### config.mk
export PLATFORM = sky130hd
export DESIGN_NAME = booth_multiplier_32bit
export DESIGN_NICKNAME = d
export VERILOG_FILES = /design/src/rtl/booth_multiplier_32bit.sv
export SDC_FILE = /design/constraint.sdc
export NUM_CORES = 1
export LEC_CHECK = 0
export CAP_MARGIN = 20
export CORE_MARGIN = 4
export CORE_UTILIZATION = 59
export DETAILED_ROUTE_END_ITERATION = 10
export PLACE_DENSITY = 0.86
export SLEW_MARGIN = 20
export SYNTH_ARGS = -nofsm -noshare
export SYNTH_HDL_FRONTEND = slang
export SYNTH_SLANG_ARGS = --single-unit
### constraint.sdc
create_clock -name clk -period 16.6 [get_ports clk]
set_input_delay 3.32 -clock clk [delete_from_list [all_inputs] [get_ports clk]]
set_output_delay 3.32 -clock clk [all_outputs]
set_load 0.02 [all_outputs]
### src/rtl/booth_multiplier_32bit.sv
// booth_multiplier_32bit
// Sequential radix-2 Booth multiplier: two 32-bit two's-complement operands,
// one Booth step per clock, signed 64-bit product after 32 iterations.
// Handshake: start is accepted in IDLE or DONE, busy covers the iterations,
// done pulses for one cycle when product becomes valid.
// Optional feature: define MUL_OVF_FLAG_EN to add the registered ovf output,
// set when the product does not fit in a 32-bit signed value.

module booth_multiplier_32bit (
  input  logic        clk,
  input  logic        rst,
  input  logic        start,
  input  logic [31:0] a,
  input  logic [31:0] b,
  output logic        busy,
  output logic        done,
  output logic [63:0] product
`ifdef MUL_OVF_FLAG_EN
  ,
  output logic        ovf
`endif
);

  typedef enum logic [1:0] {
    IDLE,
    RUN,
    DONE
  } state_t;

  state_t      state;

  // 33-bit accumulator and multiplicand so that M = -2^31 never overflows
  logic [32:0] m;
  logic [32:0] acc;
  logic [31:0] q;
  logic        qm1;
  logic [4:0]  count;

  logic [32:0] sum;
  logic [32:0] acc_next;
  logic [31:0] q_next;
  logic        qm1_next;
  logic [63:0] product_next;
  logic        ovf_next;

  // One Booth step: add/subtract M per {Q[0],q_-1}, then arithmetic right shift
  always_comb begin
    sum = acc;
    case ({q[0], qm1})
      2'b01:   sum = acc + m;
      2'b10:   sum = acc - m;
      default: sum = acc;
    endcase
    acc_next     = {sum[32], sum[32:1]};
    q_next       = {sum[0], q[31:1]};
    qm1_next     = q[0];
    product_next = {acc_next[31:0], q_next};
    ovf_next     = !((product_next[63:31] == 33'd0) ||
                     (product_next[63:31] == {33{1'b1}}));
  end

  // Control FSM and datapath registers; outputs are registered here
  always_ff @(posedge clk or posedge rst) begin
    if (rst) begin
      state   <= IDLE;
      busy    <= 1'b0;
      done    <= 1'b0;
      product <= 64'd0;
      m       <= 33'd0;
      acc     <= 33'd0;
      q       <= 32'd0;
      qm1     <= 1'b0;
      count   <= 5'd0;
`ifdef MUL_OVF_FLAG_EN
      ovf     <= 1'b0;
`endif
    end else begin
      case (state)
        IDLE, DONE: begin
          done <= 1'b0;
          if (start) begin
            m     <= {a[31], a};
            q     <= b;
            acc   <= 33'd0;
            qm1   <= 1'b0;
            count <= 5'd0;
            busy  <= 1'b1;
            state <= RUN;
          end else begin
            state <= IDLE;
          end
        end
        RUN: begin
          acc   <= acc_next;
          q     <= q_next;
          qm1   <= qm1_next;
          count <= count + 5'd1;
          if (count == 5'd31) begin
            state   <= DONE;
            busy    <= 1'b0;
            done    <= 1'b1;
            product <= product_next;
`ifdef MUL_OVF_FLAG_EN
            ovf     <= ovf_next;
`endif
          end
        end
        default: begin
          state <= IDLE;
          busy  <= 1'b0;
          done  <= 1'b0;
        end
      endcase
    end
  end

`ifndef MUL_OVF_FLAG_EN
  // Overflow detection is computed but has no consumer in this build
  logic unused_ovf;
  assign unused_ovf = ovf_next;
`endif

endmodule
==> run summary, run 1 <==
Status: complete, no violations
Post-CTS Resized: 0
CTS tree: done
CP Launch Type: input port
Rows: 45
Critical path data required time: 16.90 ns
Hold_buf cts: 0
Antenna viol nets, final: 0
CP max stage cell: buf_4
Filler instances: 1084
Worst-margin pin slew: 0.939 ns
Worst reg2reg setup slack: 11.67 ns
Drt wl/cell: 16.7 µm
Worst-path cell chain: clkdlybuf4s50_1, nor2b_4, buf_4, nor2_4, buf_4, a22oi_1, o21ai_0
Most used cell, CP: buf_4
H-tree level count: 4
Final Cycle Share: 0.314
Dominant cell type by area after synthesis: dfrtp_1
IO Pins: 133
Footprint of the multi-input gates: 0.00462 mm²
Nets: 1262
CP Class: input port to register
Dominant synthesized flop cell: dfrtp_1
Post-Synth Adder-Cell Area: 0.0517
Synth async-reset ratio: 1.00
Synth-to-Final Area Change: 22.4%
Mux share of post-synthesis cell area: 0.0136
Core Util, Final: 0.735
Avg Cell Area, Syn: 8.64 µm²
Drt drc: 0
Yosys top cell area share: 0.465
Synth cell count leaders: nand2_1 (311), dfrtp_1 (169), o21ai_0 (73)
Clock-pin slew on the worst setup and hold paths: 0.06 ns
Maximum clock insertion buffer count: 2
Synth warn: 0
Synth area leaders: dfrtp_1 (46%), nand2_1 (13%), ha_1 (4.9%), xnor2_1 (4.7%), o21ai_0 (4.0%)
Inst Count DP: 1327
Synth Area in Compound Gates: 0.169
Yosys reg bits: 169
Min Tclk post-route: 5.22 ns
First-pass GRT wire length: 38000 µm
All-Layer GR Usage: 0.265
1st-pass router iterations: 5
Total wire length: 22600 µm
Area of the core: 0.0151 mm²
Post-Synth Simple-Gate Area: 0.216
Dpl hpwl: 15300 µm
Max Transition Viols Final: 0
Share of cells above drive strength 1: 0.0530
Largest net degree at the start of global routing: 106
Port buffer count: 132
Hold WC Path Type: register to register
Register area: 0.00423 mm²
# Post-CTS Setup Buffers: 0
Via-to-Cell Ratio: 5.79
Critical path capture point type: register
Clk Latency, worst-skew pair: 0.44 ns
Most common cell in the synthesized netlist: nand2_1
CP Max Fanout: 73
Synthesized cell area: 0.00910 mm²
Setup Viol. Count Final: 0
Unrepaired setup endpoints after global routing: no
Sequential area share after synthesis: 0.465
Root buffer cell: clkbuf_16
Hold slack: 0.475 ns
Gr ovfl total: 0
Synth cell types: 61
Final hold vios: 0
Setup TNS: 0 ns
Die area: 0.0175 mm²
Maxcap violations: 0
# diodes: 0
Initial antenna violation count: 0
Largest family of logic cells by synthesized area: simple AND/OR/NAND/NOR gates
Number of synthesized flops with an enable pin: 0
Vias in the first global route: 7761
CTS buffer count: 17
First DRT Iteration DRCs: 707
Post-Syn Nets: 1157
Global placement routability congestion: 0.913
Post-synthesis cell count: 1053
Skew final: 0.0116 ns
Critical path arrival: 5.52 ns
Relative slew slack: 0.374
TritonCTS Sinks: 169
Die H: 132 µm
Max Clock Freq: 192 MHz
Finished Layout Cells: 1357
Vias: 7855
Die X-Extent: 132 µm
XOR/XNOR share of the synthesized area: 0.0549
Slowest stage delay, CP: 0.59 ns
Starting Density: 0.601
[area by class of cell]
type / count / share of cell area
tap: 188 / 0.0211
multi-input combinational: 809 / 0.415
clock buffer: 21 / 0.0422
clock inverter: 9 / 0.0104
timing repair buffer: 141 / 0.125
sequential: 169 / 0.380
inverter: 20 / 0.00719
[layout by cell type (no fill, tap or decap), drive strengths merged, types with 22 or more instances in the layout]
cell type / count
dfrtp: 169
a22oi: 32
inv: 22
nand2: 311
nor2: 58
clkdlybuf4s50: 132
ha: 36
xnor2: 49
a21oi: 72
o21ai: 81
[worst paths after layout]
kind | startpoint | end | depth (start not counted)
max | start | q[31] | 7
min | product[23] | product[23] | 2
max reg2reg | m[2] | product[63] | 17
min reg2reg | product[23] | product[23] | 2
max in group asynchronous | rst | acc[24] | 3
min in group asynchronous | rst | m[5] | 2
[logic make-up after synthesis]
kind of cell / count (synthesis)
XOR/XNOR: 57
adder cells (fa/ha/maj): 37
flip-flops: 169
multiplexers: 12
AND/OR/NAND/NOR: 455
buffers and inverters: 75
AO/OA/AOI/OAI: 248
[metal layers]
metal,routed length (µm),share of wire,GRT usage
met5,0,0,0
met2,10200,0.45,0.406
met4,486,0.021,0.0872
met3,1710,0.076,0.0714
met1,10200,0.45,0.369
[worst max-delay path: cells and delay by family]
family / cells / cell delay [ns]
buffers and inverters: 3 / 1.44
and+or+nand+nor: 2 / 0.40
AOI/OAI and AO/OA: 2 / 0.29
[stage by stage]
step	setup WS (ns)	instance area, µm²
after detailed placement	10.98	10600
after global routing	11.21	11100
after global placement	11.04	10600
after CTS	11.42	11100
after floorplan	8.70	9100
final	11.38	11100
[sequential cells by signal, summed over array words and instances, names as in the netlist]
signal   flops
acc         32
q           32
state        1
busy         1
m           32
done         1
qm1          1
product     64
count        5
Power of run 1 is left out: the tool's default activity adds up to more than one toggle a clock period on the data nets, which glitch-free logic cannot reach.
==> run 2: changes to the inputs <==
--- a/config.mk
+++ b/config.mk
@@ -7,9 +7,9 @@
 export LEC_CHECK = 0
 export CAP_MARGIN = 20
 export CORE_MARGIN = 4
-export CORE_UTILIZATION = 59
+export CORE_UTILIZATION = 55
 export DETAILED_ROUTE_END_ITERATION = 10
-export PLACE_DENSITY = 0.86
+export PLACE_DENSITY = 0.81
 export SLEW_MARGIN = 20
 export SYNTH_ARGS = -nofsm -noshare
 export SYNTH_HDL_FRONTEND = slang
==> constraint.sdc (replaced) <==
create_clock -name clk -period 5.2 [get_ports clk]
set_input_delay 1.04 -clock clk [delete_from_list [all_inputs] [get_ports clk]]
set_output_delay 1.04 -clock clk [all_outputs]
set_load 0.02 [all_outputs]
==> run summary, run 2 (synthesis results as in run 1) <==
Status: complete, no violations
Setup Viol. Count Final: 0
Maxcap violations: 0
Drt drc: 0
Synth-to-Final Area Change: 22.8%
Starting Density: 0.567
CP Max Fanout: 10
Reg-to-reg endpoint: acc[31]
Maximum clock insertion buffer count: 2
Rows: 46
Skew final: 0.0119 ns
Share of cells above drive strength 1: 0.0555
Final Cycle Share: 0.919
# Post-CTS Setup Buffers: 0
TritonCTS Sinks: 169
Port buffer count: 132
Max Transition Viols Final: 0
Max FFs per register: 64
Hold_buf cts: 0
Die X-Extent: 137 µm
Worst hold start: product[30]
Die H: 137 µm
CP Launch Type: register
Initial antenna violation count: 0
Worst reg2reg path depth: 17
Die area: 0.0187 mm²
Worst reg2reg setup slack: 0.42 ns
Max Clock Freq: 209 MHz
Clk Latency, worst-skew pair: 0.43 ns
Vias in the first global route: 7564
Drt wl/cell: 16.2 µm
Setup TNS: 0 ns
Vias: 7755
Min Tclk post-route: 4.78 ns
Critical path arrival: 5.10 ns
Post-CTS Resized: 0
All-Layer GR Usage: 0.252
Root buffer cell: clkbuf_16
First DRT Iteration DRCs: 550
Total wire length: 22500 µm
# diodes: 0
WHS Endpoint: product[30]
Clock-pin slew on the worst setup and hold paths: 0.07 ns
Largest net degree at the start of global routing: 170
Hold WC Path Type: register to register
Antenna viol nets, final: 0
Global placement routability congestion: 0.926
Most common cell after layout, fill and taps aside: nand2_1
Worst-margin pin slew: 0.900 ns
CP Class: register to register
Most frequent cells in the layout: nand2_1 (310), dfrtp_1 (169), clkdlybuf4s50_1 (132)
Dpl hpwl: 15400 µm
Critical path capture point type: register
Critical path data required time: 5.52 ns
Area of the core: 0.0161 mm²
CTS tree: done
H-tree level count: 4
Unrepaired setup endpoints after global routing: no
Relative slew slack: 0.400
1st-pass router iterations: 6
CTS buffer count: 17
Gr ovfl total: 0
Final hold vios: 0
Reg-to-reg critical path startpoint: m[2]
First-pass GRT wire length: 37500 µm
Largest Register: product
Worst Hold Depth: 2
Nets: 1263
IO Pins: 133
Via-to-Cell Ratio: 5.59
==> run 2: cell types whose count changed in the layout (fill, tap and decap cells not counted) <==
cell,previous run,this run
clkinv_2,0,1
buf_16,0,1
clkbuf_8,3,1
buf_4,9,8
bufinv_16,2,0
buf_12,0,1
clkinv_4,1,2
inv_6,3,6
inv_8,0,1
==> run 2: layer usage <==
| layer | wire [µm] | GRT usage |
|---|---|---|
| met5 | 0 | 0 |
| met4 | 310 | 0.0622 |
| met3 | 1730 | 0.0842 |
| met2 | 10300 | 0.385 |
| met1 | 10200 | 0.350 |
==> run 2: metrics by stage <==
step | area (µm²) | hold WS (ns) | util | setup WS [ns] | cells
6_report | 11200 | 0.476 | 0.696 | 0.420 | 1388
3_5_place_dp | 10600 | 0.463 | 0.662 | 0.577 | 1356
2_1_floorplan | 9100 | 0.449 | - | 0.950 | 1053
3_3_place_gp | 10600 | 0.461 | 0.660 | 0.610 | 1355
5_1_grt | 11200 | 0.504 | 0.696 | 0.0242 | 1388
4_1_cts | 11200 | 0.479 | 0.696 | 0.511 | 1388
==> run 2: how the worst max path moves through the flow <==
stage | from | end | slack, ns
after CTS | m[2] | acc[31] | 0.51
after global routing | m[6] | acc[31] | 0.02
final | m[2] | acc[31] | 0.42
after detailed placement | m[2] | acc[31] | 0.58
after floorplan | m[2] | acc[31] | 0.95
after global placement | m[2] | acc[31] | 0.61
==> run 2: area by class of cell <==
type | count | area [µm²]
Tap cell | 216 | 270
Clock inverter | 13 | 109
Timing Repair Buffer | 142 | 1430
Inverter | 20 | 78.8
Multi-Input combinational cell | 809 | 4620
Sequential cell | 169 | 4230
Clock buffer | 19 | 443
Fill cell | 1220 | 4880
==> run 2: critical path, cell delays in order, from the launching register on <==
cell	delay, ns
dfrtp_1	0.44
or3_4	0.45
nor4_2	0.26
nor4b_4	0.42
nand2_1	0.14
nor3b_2	0.30
a21oi_1	0.13
xnor2_1	0.17
ha_1	0.40
nand4_1	0.22
nor2_1	0.06
a2111oi_1	0.45
o31ai_2	0.18
a2111oi_4	0.38
o21ai_1	0.13
a21oi_2	0.21
a211oi_1	0.10
a31o_1	0.22
Power of run 2 is left out for the same reason.
==> run 3: changes to the inputs <==
--- a/config.mk
+++ b/config.mk
@@ -6,7 +6,6 @@
 export NUM_CORES = 1
 export LEC_CHECK = 0
 export CAP_MARGIN = 20
-export CORE_MARGIN = 4
 export CORE_UTILIZATION = 55
 export DETAILED_ROUTE_END_ITERATION = 10
 export PLACE_DENSITY = 0.81
==> run summary, run 3 (synthesis results as in run 1) <==
Reg-to-reg critical path startpoint: m[14]
CP Launch Type: register
Buffer and inverter count on the worst path: 0
Status: complete, no violations
Largest Register: product
Placed cell area: 0.0106 mm²
Total wire length: 22400 µm
WL met3: 1550 µm
All-Layer GR Usage: 0.280
CP Class: register to register
Starting Density: 0.569
Maxcap violations: 0
Setup Viol. Count Final: 0
Synth-to-Final Area Change: 23.0%
Final Cycle Share: 0.886
Root buffer cell: clkbuf_16
Port buffer count: 132
CTS buffer count: 17
Hold WC Path Type: register to register
1st-pass router iterations: 5
Drt wl/cell: 16.2 µm
Final instance area: 0.0112 mm²
Metal-1 WL: 10300 µm
Die H: 131 µm
IO Pins: 133
Setup TNS: 0 ns
Largest net degree at the start of global routing: 170
Gr ovfl total: 0
Die X-Extent: 131 µm
Vias: 7845
Maximum clock insertion buffer count: 2
Final hold vios: 0
First-pass GRT wire length: 36800 µm
Via-to-Cell Ratio: 5.65
Critical path data required time: 5.52 ns
Most common cell after layout, fill and taps aside: nand2_1
Crit-path leading delay family: simple AND/OR/NAND/NOR gates
Post-CTS Resized: 0
Unrepaired setup endpoints after global routing: no
Max Clock Freq: 217 MHz
Hold_buf cts: 0
CP Max Fanout: 10
Initial antenna violation count: 0
Antenna viol nets, final: 0
Max Transition Viols Final: 0
Max FFs per register: 64
CP max stage cell: or4_1
Worst-margin pin slew: 0.915 ns
Clk Latency, worst-skew pair: 0.44 ns
Relative slew slack: 0.390
Vias in the first global route: 7363
CTS tree: done
Drt drc: 0
Dpl hpwl: 15300 µm
Worst hold start: product[27]
TritonCTS Sinks: 169
Skew final: 0.0102 ns
Clock-pin slew on the worst setup and hold paths: 0.07 ns
Critical path capture point type: register
Die area: 0.0171 mm²
Top layer reached by signal wires: met4
Min Tclk post-route: 4.61 ns
# Post-CTS Setup Buffers: 0
Most used cell, CP: nor3b_2
Most frequent cells in the layout: nand2_1 (310), dfrtp_1 (169), clkdlybuf4s50_1 (132)
Routed wl met2: 9940 µm
H-tree level count: 4
Rows: 46
Worst Setup SP: m[14]
First DRT Iteration DRCs: 697
Nets: 1263
Critical path arrival: 4.93 ns
Share of cells above drive strength 1: 0.0563
Worst-path cell chain: or4_1, nor3_2, nor3b_2, nand2_1, nor3b_2, a21oi_1, xnor2_1, ha_1, nand4_1, nor2_1, a2111oi_1, o31ai_2, a2111oi_4, o21ai_1, a21oi_2, a211oi_1, a31o_1
Global placement routability congestion: 0.902
Area of the core: 0.0160 mm²
# diodes: 0
Slowest stage delay, CP: 0.59 ns
==> run 3: cell count changes in the layout (fill, tap and decap cells not counted), sizes merged <==
cell      change
clkbuf        -2
bufinv        +1
clkinv        +1
clkinvlp      +1
inv           -1
==> run 3: area by class of cell <==
type                            count  area [µm²]
Clock buffer                       17         425
Clock inverter                     15         160
Fill cell                        1336        4810
Inverter                           20        78.8
Multi-Input combinational cell    809        4620
Sequential cell                   169        4230
Tap cell                          216         270
Timing Repair Buffer              142        1410
==> run 3: stage by stage <==
stage,hold WS [ns],utilization,cells,setup slack (ns)
6_report,0.475,0.699,1388,0.591
3_3_place_gp,0.457,0.663,1356,0.766
2_1_floorplan,0.449,-,1053,0.950
4_1_cts,0.479,0.699,1388,0.621
3_5_place_dp,0.461,0.663,1356,0.648
5_1_grt,0.499,0.699,1388,0.165
==> run 3: final timing paths <==
check / slack, ns / depth (start not counted) / to
hold reg to reg: 0.47 / 2 / product[27]
setup reg to reg: 0.59 / 17 / acc[31]
hold / removal: 0.47 / 2 / product[27]
min in group asynchronous: 1.19 / 3 / m[4]
max in group asynchronous: 3.30 / 3 / acc[12]
setup / recovery: 0.59 / 17 / acc[31]
==> run 3: layer usage <==
metal | up-vias | GRT usage
li1 | 3801 | -
met1 | 3731 | 0.383
met2 | 271 | 0.418
met3 | 42 | 0.0692
met4 | 0 | 0.132
met5 | - | 0
==> run 3: tightest hold or removal path: cells and delay by family, from the launching register on <==
family / cells / cell delay [ns]
DFF: 1 / 0.34
and+or+nand+nor: 2 / 0.11
Power of run 3 is left out for the same reason.
